===== config.mk =====
export PLATFORM = sky130hd
export DESIGN_NAME = fir_sequencer
export DESIGN_NICKNAME = d
export VERILOG_FILES = /design/src/rtl/fir_sequencer.sv
export SDC_FILE = /design/constraint.sdc
export NUM_CORES = 1
export LEC_CHECK = 0
export CAP_MARGIN = 20
export CORE_UTILIZATION = 35
export CTS_CLUSTER_DIAMETER = 150
export DETAILED_ROUTE_END_ITERATION = 8
export DONT_BUFFER_PORTS = 1
export SYNTH_ARGS = -nofsm -noshare
export SYNTH_HDL_FRONTEND = slang
export SYNTH_SLANG_ARGS = --single-unit

===== constraint.sdc =====
create_clock -name CLOCK_50 -period 3.4 [get_ports CLOCK_50]
set_clock_uncertainty 0.15 [all_clocks]
set_input_delay 0.34 -clock CLOCK_50 [delete_from_list [all_inputs] [get_ports CLOCK_50]]
set_output_delay 0.34 -clock CLOCK_50 [all_outputs]
set_load 0.005 [all_outputs]

===== src/rtl/fir_sequencer.sv =====
// fir_sequencer: central controller for the FIR demo datapath.
// Debounces the start/stop button into a run flag, paces samples with a
// prescaled tick, launches BCD conversions with a start/done handshake,
// latches the nine result digits and pages them onto three 7-seg digits.
module fir_sequencer #(
  parameter int SAMPLE_DIV   = 50000000,
  parameter int PAGE_DWELL   = 12500000,
  parameter int DEBOUNCE     = 500000,
  parameter int CONV_TIMEOUT = 1024
) (
  input  logic        CLOCK_50,
  input  logic        rst_n,
  input  logic        toggle_btn,
  output logic        run,
  output logic        lfsr_rst,
  output logic        sample_tick,
  output logic        conv_start,
  input  logic        conv_done,
  input  logic [35:0] bcd_in,
  output logic [11:0] seg_bcd,
  output logic [1:0]  page,
  output logic        data_valid,
  output logic        overrun,
  output logic        conv_err
);

  // Counter widths; each counter only ever holds 0..LIMIT-1.
  localparam int DB_W  = (DEBOUNCE     > 1) ? $clog2(DEBOUNCE)     : 1;
  localparam int PRE_W = (SAMPLE_DIV   > 1) ? $clog2(SAMPLE_DIV)   : 1;
  localparam int DW_W  = (PAGE_DWELL   > 1) ? $clog2(PAGE_DWELL)   : 1;
  localparam int TO_W  = (CONV_TIMEOUT > 1) ? $clog2(CONV_TIMEOUT) : 1;

  localparam logic [DB_W-1:0]  DB_MAX  = DB_W'(DEBOUNCE - 1);
  localparam logic [PRE_W-1:0] PRE_MAX = PRE_W'(SAMPLE_DIV - 1);
  localparam logic [DW_W-1:0]  DW_MAX  = DW_W'(PAGE_DWELL - 1);
  localparam logic [TO_W-1:0]  TO_MAX  = TO_W'(CONV_TIMEOUT - 1);

  // Sequencer states
  localparam logic [1:0] S_IDLE    = 2'd0;
  localparam logic [1:0] S_READY   = 2'd1;
  localparam logic [1:0] S_SETTLE  = 2'd2;
  localparam logic [1:0] S_CONVERT = 2'd3;

  // ---------------------------------------------------------------------
  // Button synchronizer and debouncer
  // ---------------------------------------------------------------------
  logic            btn_s1, btn_s2;
  logic            btn_db;     // debounced level, 1 = released
  logic [DB_W-1:0] db_cnt;
  logic            press_evt;

  // Two-flop synchronizer; idles high because the button is active-low.
  always_ff @(posedge CLOCK_50 or negedge rst_n) begin
    if (!rst_n) begin
      btn_s1 <= 1'b1;
      btn_s2 <= 1'b1;
    end else begin
      btn_s1 <= toggle_btn;
      btn_s2 <= btn_s1;
    end
  end

  // A press is a synchronized low that has differed from the debounced
  // level for DEBOUNCE consecutive cycles; releases only update btn_db.
  assign press_evt = (btn_s2 != btn_db) && (db_cnt == DB_MAX) && !btn_s2;

  // Stability counter: any return to the debounced level clears it, so the
  // count always restarts when the synchronized level changes.
  always_ff @(posedge CLOCK_50 or negedge rst_n) begin
    if (!rst_n) begin
      btn_db <= 1'b1;
      db_cnt <= '0;
    end else if (btn_s2 == btn_db) begin
      db_cnt <= '0;
    end else if (db_cnt == DB_MAX) begin
      btn_db <= btn_s2;
      db_cnt <= '0;
    end else begin
      db_cnt <= db_cnt + 1'b1;
    end
  end

  // Run flag flips once per debounced press; LFSR reset follows ~run.
  always_ff @(posedge CLOCK_50 or negedge rst_n) begin
    if (!rst_n) begin
      run      <= 1'b0;
      lfsr_rst <= 1'b1;
    end else begin
      run      <= run ^ press_evt;
      lfsr_rst <= ~run;
    end
  end

  // ---------------------------------------------------------------------
  // Sample prescaler
  // ---------------------------------------------------------------------
  logic [PRE_W-1:0] pre_cnt;

  // Counts only while running; the first tick lands SAMPLE_DIV cycles
  // after run rises because the count starts from a cleared state.
  always_ff @(posedge CLOCK_50 or negedge rst_n) begin
    if (!rst_n) begin
      pre_cnt     <= '0;
      sample_tick <= 1'b0;
    end else if (!run) begin
      pre_cnt     <= '0;
      sample_tick <= 1'b0;
    end else if (pre_cnt == PRE_MAX) begin
      pre_cnt     <= '0;
      sample_tick <= 1'b1;
    end else begin
      pre_cnt     <= pre_cnt + 1'b1;
      sample_tick <= 1'b0;
    end
  end

  // ---------------------------------------------------------------------
  // Conversion sequencer
  // ---------------------------------------------------------------------
  logic [1:0]      state;
  logic [TO_W-1:0] to_cnt;
  logic [35:0]     shadow;
  logic            busy;

  // A tick that lands while a conversion is in flight is dropped.
  assign busy = (state == S_SETTLE) || (state == S_CONVERT);

  // Stopping overrides everything: the pending conversion is abandoned and
  // a late conv_done is ignored because the CONVERT branch is not reached.
  // Flags are cleared on the way out of IDLE so they cover one run only.
  always_ff @(posedge CLOCK_50 or negedge rst_n) begin
    if (!rst_n) begin
      state      <= S_IDLE;
      to_cnt     <= '0;
      conv_start <= 1'b0;
      shadow     <= {9{4'hF}};
      data_valid <= 1'b0;
      overrun    <= 1'b0;
      conv_err   <= 1'b0;
    end else if (!run) begin
      state      <= S_IDLE;
      to_cnt     <= '0;
      conv_start <= 1'b0;
    end else begin
      conv_start <= 1'b0;
      if (sample_tick && busy)
        overrun <= 1'b1;
      case (state)
        S_IDLE: begin
          overrun    <= 1'b0;
          conv_err   <= 1'b0;
          data_valid <= 1'b0;
          state      <= S_READY;
        end
        S_READY: begin
          if (sample_tick)
            state <= S_SETTLE;
        end
        // One cycle for the moving-average output to register.
        S_SETTLE: begin
          conv_start <= 1'b1;
          to_cnt     <= '0;
          state      <= S_CONVERT;
        end
        // conv_done is tested first so it wins over a coincident timeout.
        S_CONVERT: begin
          if (conv_done) begin
            shadow     <= bcd_in;
            data_valid <= 1'b1;
            state      <= S_READY;
          end else if (to_cnt == TO_MAX) begin
            conv_err <= 1'b1;
            state    <= S_READY;
          end else begin
            to_cnt <= to_cnt + 1'b1;
          end
        end
        default: state <= S_IDLE;
      endcase
    end
  end

  // ---------------------------------------------------------------------
  // Display pager
  // ---------------------------------------------------------------------
  logic [DW_W-1:0] dwell;
  logic [11:0]     seg_nxt;

  // Select the three digits for the current page; blank until data exists.
  always_comb begin
    seg_nxt = 12'hFFF;
    if (data_valid) begin
      case (page)
        2'd1:    seg_nxt = shadow[35:24];
        2'd2:    seg_nxt = shadow[23:12];
        2'd3:    seg_nxt = shadow[11:0];
        default: seg_nxt = 12'hFFF;
      endcase
    end
  end

  // Page rotation and registered digit output. seg_bcd samples the page
  // register, so it trails a page change by one cycle, and a shadow update
  // shows up without disturbing the dwell timer.
  always_ff @(posedge CLOCK_50 or negedge rst_n) begin
    if (!rst_n) begin
      dwell   <= '0;
      page    <= 2'd0;
      seg_bcd <= 12'hFFF;
    end else if (!run) begin
      dwell   <= '0;
      page    <= 2'd0;
      seg_bcd <= 12'hFFF;
    end else begin
      if (dwell == DW_MAX) begin
        dwell <= '0;
        page  <= page + 2'd1;
      end else begin
        dwell <= dwell + 1'b1;
      end
      seg_bcd <= seg_nxt;
    end
  end

endmodule


==> metrics.txt <==
# TYPE chip_impl_metric gauge
chip_impl_metric{name="yosys.area.top_type_share",unit="%"} 33.0
chip_impl_metric{name="post_drt_wl_per_cell",unit="microns"} 15.3
chip_impl_info{name="synth_flop_cell",value="sky130_fd_sc_hd__dfrtp_1"} 1
chip_impl_metric{name="wl",unit="microns"} 13700
chip_impl_metric{name="netlist-cell-type-count",unit=""} 59
chip_impl_metric{name="p_switching",unit="uW"} 707
chip_impl_metric{name="synthesis.yosys.warnings",unit=""} 0
chip_impl_metric{name="via_count",unit=""} 4852
chip_impl_metric{name="first_pass_iters",unit=""} 7
chip_impl_metric{name="detail_route.iter0.violations",unit=""} 419
chip_impl_metric{name="num_antenna_cells",unit=""} 0
chip_impl_metric{name="cts.repair.resized",unit=""} 0
chip_impl_metric{name="antenna_violation_net_count_after_detailed_routing",unit=""} 0
chip_impl_metric{name="syn_area",unit="sq mm"} 0.00674
chip_impl_metric{name="layout-drive-gt1-share",unit="%"} 21.4
chip_impl_info{name="critPathKind",value="register to register"} 1
chip_impl_metric{name="critical_path.max_fanout",unit=""} 24
chip_impl_metric{name="vdd_ir_drop_max",unit="V"} 0.000347
chip_impl_metric{name="static-leakage-power",unit="uW"} 0.00302
chip_impl_info{name="critical_path_cell_list",value="or4_1 -> or4_4 -> o21ai_4 -> nor2_1"} 1
chip_impl_metric{name="holdWs",unit="ns"} -0.523
chip_impl_metric{name="post_cts.repair.setup_buffers",unit=""} 0
chip_impl_info{name="critPathSlowestCell",value="sky130_fd_sc_hd__or4_4"} 1
chip_impl_metric{name="worstPathBufferInverterCount",unit=""} 0
chip_impl_metric{name="post_synth.cell_area_avg",unit="sq um"} 11.0
chip_impl_metric{name="slew_headroom",unit="%"} 40.4
chip_impl_metric{name="initial_utilization",unit="%"} 35.9
chip_impl_info{name="root_buffer",value="sky130_fd_sc_hd__clkbuf_16"} 1
chip_impl_metric{name="buffer_ports.inserted",unit=""} 0
chip_impl_metric{name="fin_ws",unit="ns"} 0.863
chip_impl_metric{name="synth_async_sr_flop_share",unit="%"} 100
chip_impl_metric{name="num-nets-final",unit=""} 704
chip_impl_metric{name="p_int",unit="uW"} 2730
chip_impl_metric{name="track_usage",unit="%"} 14.9
chip_impl_metric{name="number_of_failing_setup_endpoints_in_the_final_timing_report",unit=""} 0
chip_impl_metric{name="synth-seq-area-share",unit="%"} 53.3
chip_impl_metric{name="maxCapViolCount",unit=""} 0
chip_impl_metric{name="vias_per_cell",unit=""} 5.40
chip_impl_info{name="kind_of_cell_adding_the_most_delay_to_the_critical_path",value="simple AND/OR/NAND/NOR gates"} 1
chip_impl_metric{name="remaining_drc_errors",unit=""} 0
chip_impl_metric{name="insertion_delay",unit="ns"} 0.41
chip_impl_metric{name="pre_cts_slack",unit="ns"} 0.872
chip_impl_metric{name="tightest_slew",unit="ns"} 0.890
chip_impl_metric{name="synth-edff-count",unit=""} 0
chip_impl_metric{name="timing.final.hold_violations",unit=""} 141
chip_impl_metric{name="tritoncts_num_sinks",unit=""} 141
chip_impl_metric{name="design.die.area",unit="sq mm"} 0.0198
chip_impl_metric{name="worst_ep_arrival_time",unit="ns"} 2.65
chip_impl_metric{name="path_clk_slew",unit="ns"} 0.06
chip_impl_metric{name="synth_cells",unit=""} 613
chip_impl_metric{name="final_cells",unit=""} 899
chip_impl_metric{name="part_of_the_power_in_combinational_logic",unit="%"} 1.4
chip_impl_info{name="run_status",value="finished, violations left"} 1
chip_impl_metric{name="first_pass_grt_wire_length",unit="microns"} 23700
chip_impl_metric{name="detailedPlacementHpwl",unit="microns"} 8860
chip_impl_metric{name="grt_pass1_vias",unit=""} 4829
chip_impl_info{name="cts_tree",value="yes"} 1
chip_impl_metric{name="core",unit="sq mm"} 0.0188
chip_impl_metric{name="antenna_violations_before_repair",unit=""} 0
chip_impl_info{name="synth.most_common_cell",value="sky130_fd_sc_hd__dfrtp_1"} 1
chip_impl_metric{name="synth.ff_latch_count",unit=""} 141
chip_impl_metric{name="fmaxAchievable",unit="GHz"} 0.394
chip_impl_info{name="crit_path_start_kind",value="register"} 1
chip_impl_metric{name="io_pins",unit=""} 61
chip_impl_metric{name="floorplan.rows",unit=""} 50
chip_impl_metric{name="numCtsBuffers",unit=""} 17
chip_impl_metric{name="power.switching_fraction",unit="%"} 20.5
chip_impl_metric{name="number_of_h_tree_branching_levels",unit=""} 4
chip_impl_metric{name="power.sequential.fraction",unit="%"} 49.1
chip_impl_metric{name="tns",unit="ns"} 0
chip_impl_metric{name="ctsLongestPathBuffers",unit=""} 2
chip_impl_metric{name="area.growth.synth_to_final",unit="%"} 16.8
chip_impl_metric{name="period_minus_slack",unit="ns"} 2.54
chip_impl_info{name="violated_checks",value="hold timing"} 1
chip_impl_metric{name="cts_hold_buf",unit=""} 38
chip_impl_metric{name="fin_area",unit="sq mm"} 0.00787
chip_impl_metric{name="die_h",unit="microns"} 141
chip_impl_info{name="post_synth_top_cells",value="sky130_fd_sc_hd__dfrtp_1, sky130_fd_sc_hd__nand2_1, sky130_fd_sc_hd__dfstp_2"} 1
chip_impl_metric{name="drv_slew",unit=""} 0
chip_impl_metric{name="placedCellCount",unit=""} 829
chip_impl_info{name="setup_repair_after_global_routing_missed_its_margin",value="false"} 1
chip_impl_info{name="critical_path.endpoint_type",value="register"} 1
chip_impl_metric{name="grt_max_degree",unit=""} 142
chip_impl_metric{name="worst-endpoint-required",unit="ns"} 3.51
chip_impl_metric{name="grt.overflow.total",unit=""} 0
chip_impl_metric{name="routability_congestion",unit=""} 0.807
chip_impl_info{name="synth.area.top_cells",value="sky130_fd_sc_hd__dfrtp_1, sky130_fd_sc_hd__dfstp_2, sky130_fd_sc_hd__mux2_2"} 1
chip_impl_info{name="worstHoldPathType",value="input pin to async pin"} 1
chip_impl_info{name="netlist.top_cell.by_area",value="sky130_fd_sc_hd__dfrtp_1"} 1
chip_impl_metric{name="placement.cell_area",unit="sq mm"} 0.00695
chip_impl_metric{name="pwr_density_cell",unit="mW/mm^2"} 437
chip_impl_metric{name="mappedNetlistNets",unit=""} 665
chip_impl_metric{name="clockPowerShare",unit="%"} 49.5
chip_impl_metric{name="die_width",unit="microns"} 141
chip_impl_metric{name="worst_path_largest_cell_delay",unit="ns"} 0.58
chip_impl_metric{name="finalCritPeriodShare",unit="%"} 74.6
-- cells by family (layout without fill, tap and decap cells) --
group | Yosys count | in the layout | share of synthesized area [%]
AND/OR/NAND/NOR | 243 | 243 | 20.0
flip-flops | 141 | 141 | 53.3
AO/OA/AOI/OAI | 100 | 100 | 10.5
buffers and inverters | 41 | 93 | 2.71
multiplexers | 39 | 39 | 6.50
XOR/XNOR | 37 | 37 | 4.81
adder cells (fa/ha/maj) | 12 | 12 | 2.23
-- stage by stage --
step | power [uW] | utilization (%)
after floorplan | 1730 | -
after global placement | 1730 | 37.0
after detailed placement | 1730 | 37.0
after global routing | 3570 | 42.0
final | 3440 | 42.0
after CTS | 3480 | 42.0
-- sequential cells by signal (all words and copies together), names as in the netlist, 2 cells and up --
signal   flops
dwell       24
pre_cnt     26
to_cnt      10
db_cnt      19
seg_bcd     12
page         2
shadow      36
state        2
-- worst reg2reg max path: cells and delay by family, from the launching register on --
kind            cells  cell delay, ns
simple gates        3            1.26
compound gates      1            0.56
flops               1            0.43
-- per-layer routing --
layer  share of wire (%)  track usage, %  wire (microns)
met1                  46            19.2            6350
met2                  48            24.0            6590
met3                 4.1            3.36             567
met4                 1.7            6.35             230
met5                   0               0               0
-- path summary, 6_finish.rpt --
kind                                    startpoint                     to  slack (ns)  depth (start not counted)
worst max-delay path            dwell[8]$_DFF_PN0_     dwell[4]$_DFF_PN0_        0.86                          4
worst min-delay path                         rst_n  to_cnt[7]$_DFFE_PN0P_       -0.52                          0
worst max register to register  dwell[8]$_DFF_PN0_     dwell[4]$_DFF_PN0_        0.86                          4
worst min register to register    btn_s1$_DFF_PN1_       btn_s2$_DFF_PN1_        0.21                          0
max in group asynchronous                    rst_n  seg_bcd[10]$_DFF_PN1_        3.34                          0
min in group CLOCK_50                    conv_done  to_cnt[4]$_DFFE_PN0P_        0.17                          3
-- cells in the final DEF, fill, tap and decap left out, types with 12 or more instances in the layout --
cell and instances:
sky130_fd_sc_hd__o21ai_0 16, sky130_fd_sc_hd__dlygate4sd3_1 38, sky130_fd_sc_hd__a21oi_1 31, sky130_fd_sc_hd__or4_1 21, sky130_fd_sc_hd__o31ai_1 15, sky130_fd_sc_hd__mux2_2 38
sky130_fd_sc_hd__or3_1 16, sky130_fd_sc_hd__nor4_1 16, sky130_fd_sc_hd__inv_1 20, sky130_fd_sc_hd__nor2_1 48, sky130_fd_sc_hd__dfrtp_1 89, sky130_fd_sc_hd__ha_1 12
sky130_fd_sc_hd__nand2_1 53, sky130_fd_sc_hd__dfstp_2 52, sky130_fd_sc_hd__clkbuf_16 18, sky130_fd_sc_hd__a222oi_1 12, sky130_fd_sc_hd__nand3_1 30, sky130_fd_sc_hd__xnor2_1 26
-- power by group through the flow --
stage          Sequential [uW]  Combinational, uW  Clock [uW]
6_report                  1690               48.4        1700
4_1_cts                   1690               48.1        1740
3_5_place_dp              1720               11.5           0
2_1_floorplan             1720               11.0           0
5_1_grt                   1690               52.3        1830
3_3_place_gp              1720               11.4           0
-- layout make-up --
| type | instances | area, sq um |
|---|---|---|
| Fill cell | 1731 | 10900 |
| Sequential cell | 141 | 3590 |
| Multi-Input combinational cell | 431 | 2960 |
| Clock buffer | 23 | 489 |
| Timing Repair Buffer | 41 | 403 |
| Tap cell | 234 | 293 |
| Inverter | 20 | 75.1 |
| Clock inverter | 9 | 56.3 |
Note: power is estimated with default switching activity, not from simulation.
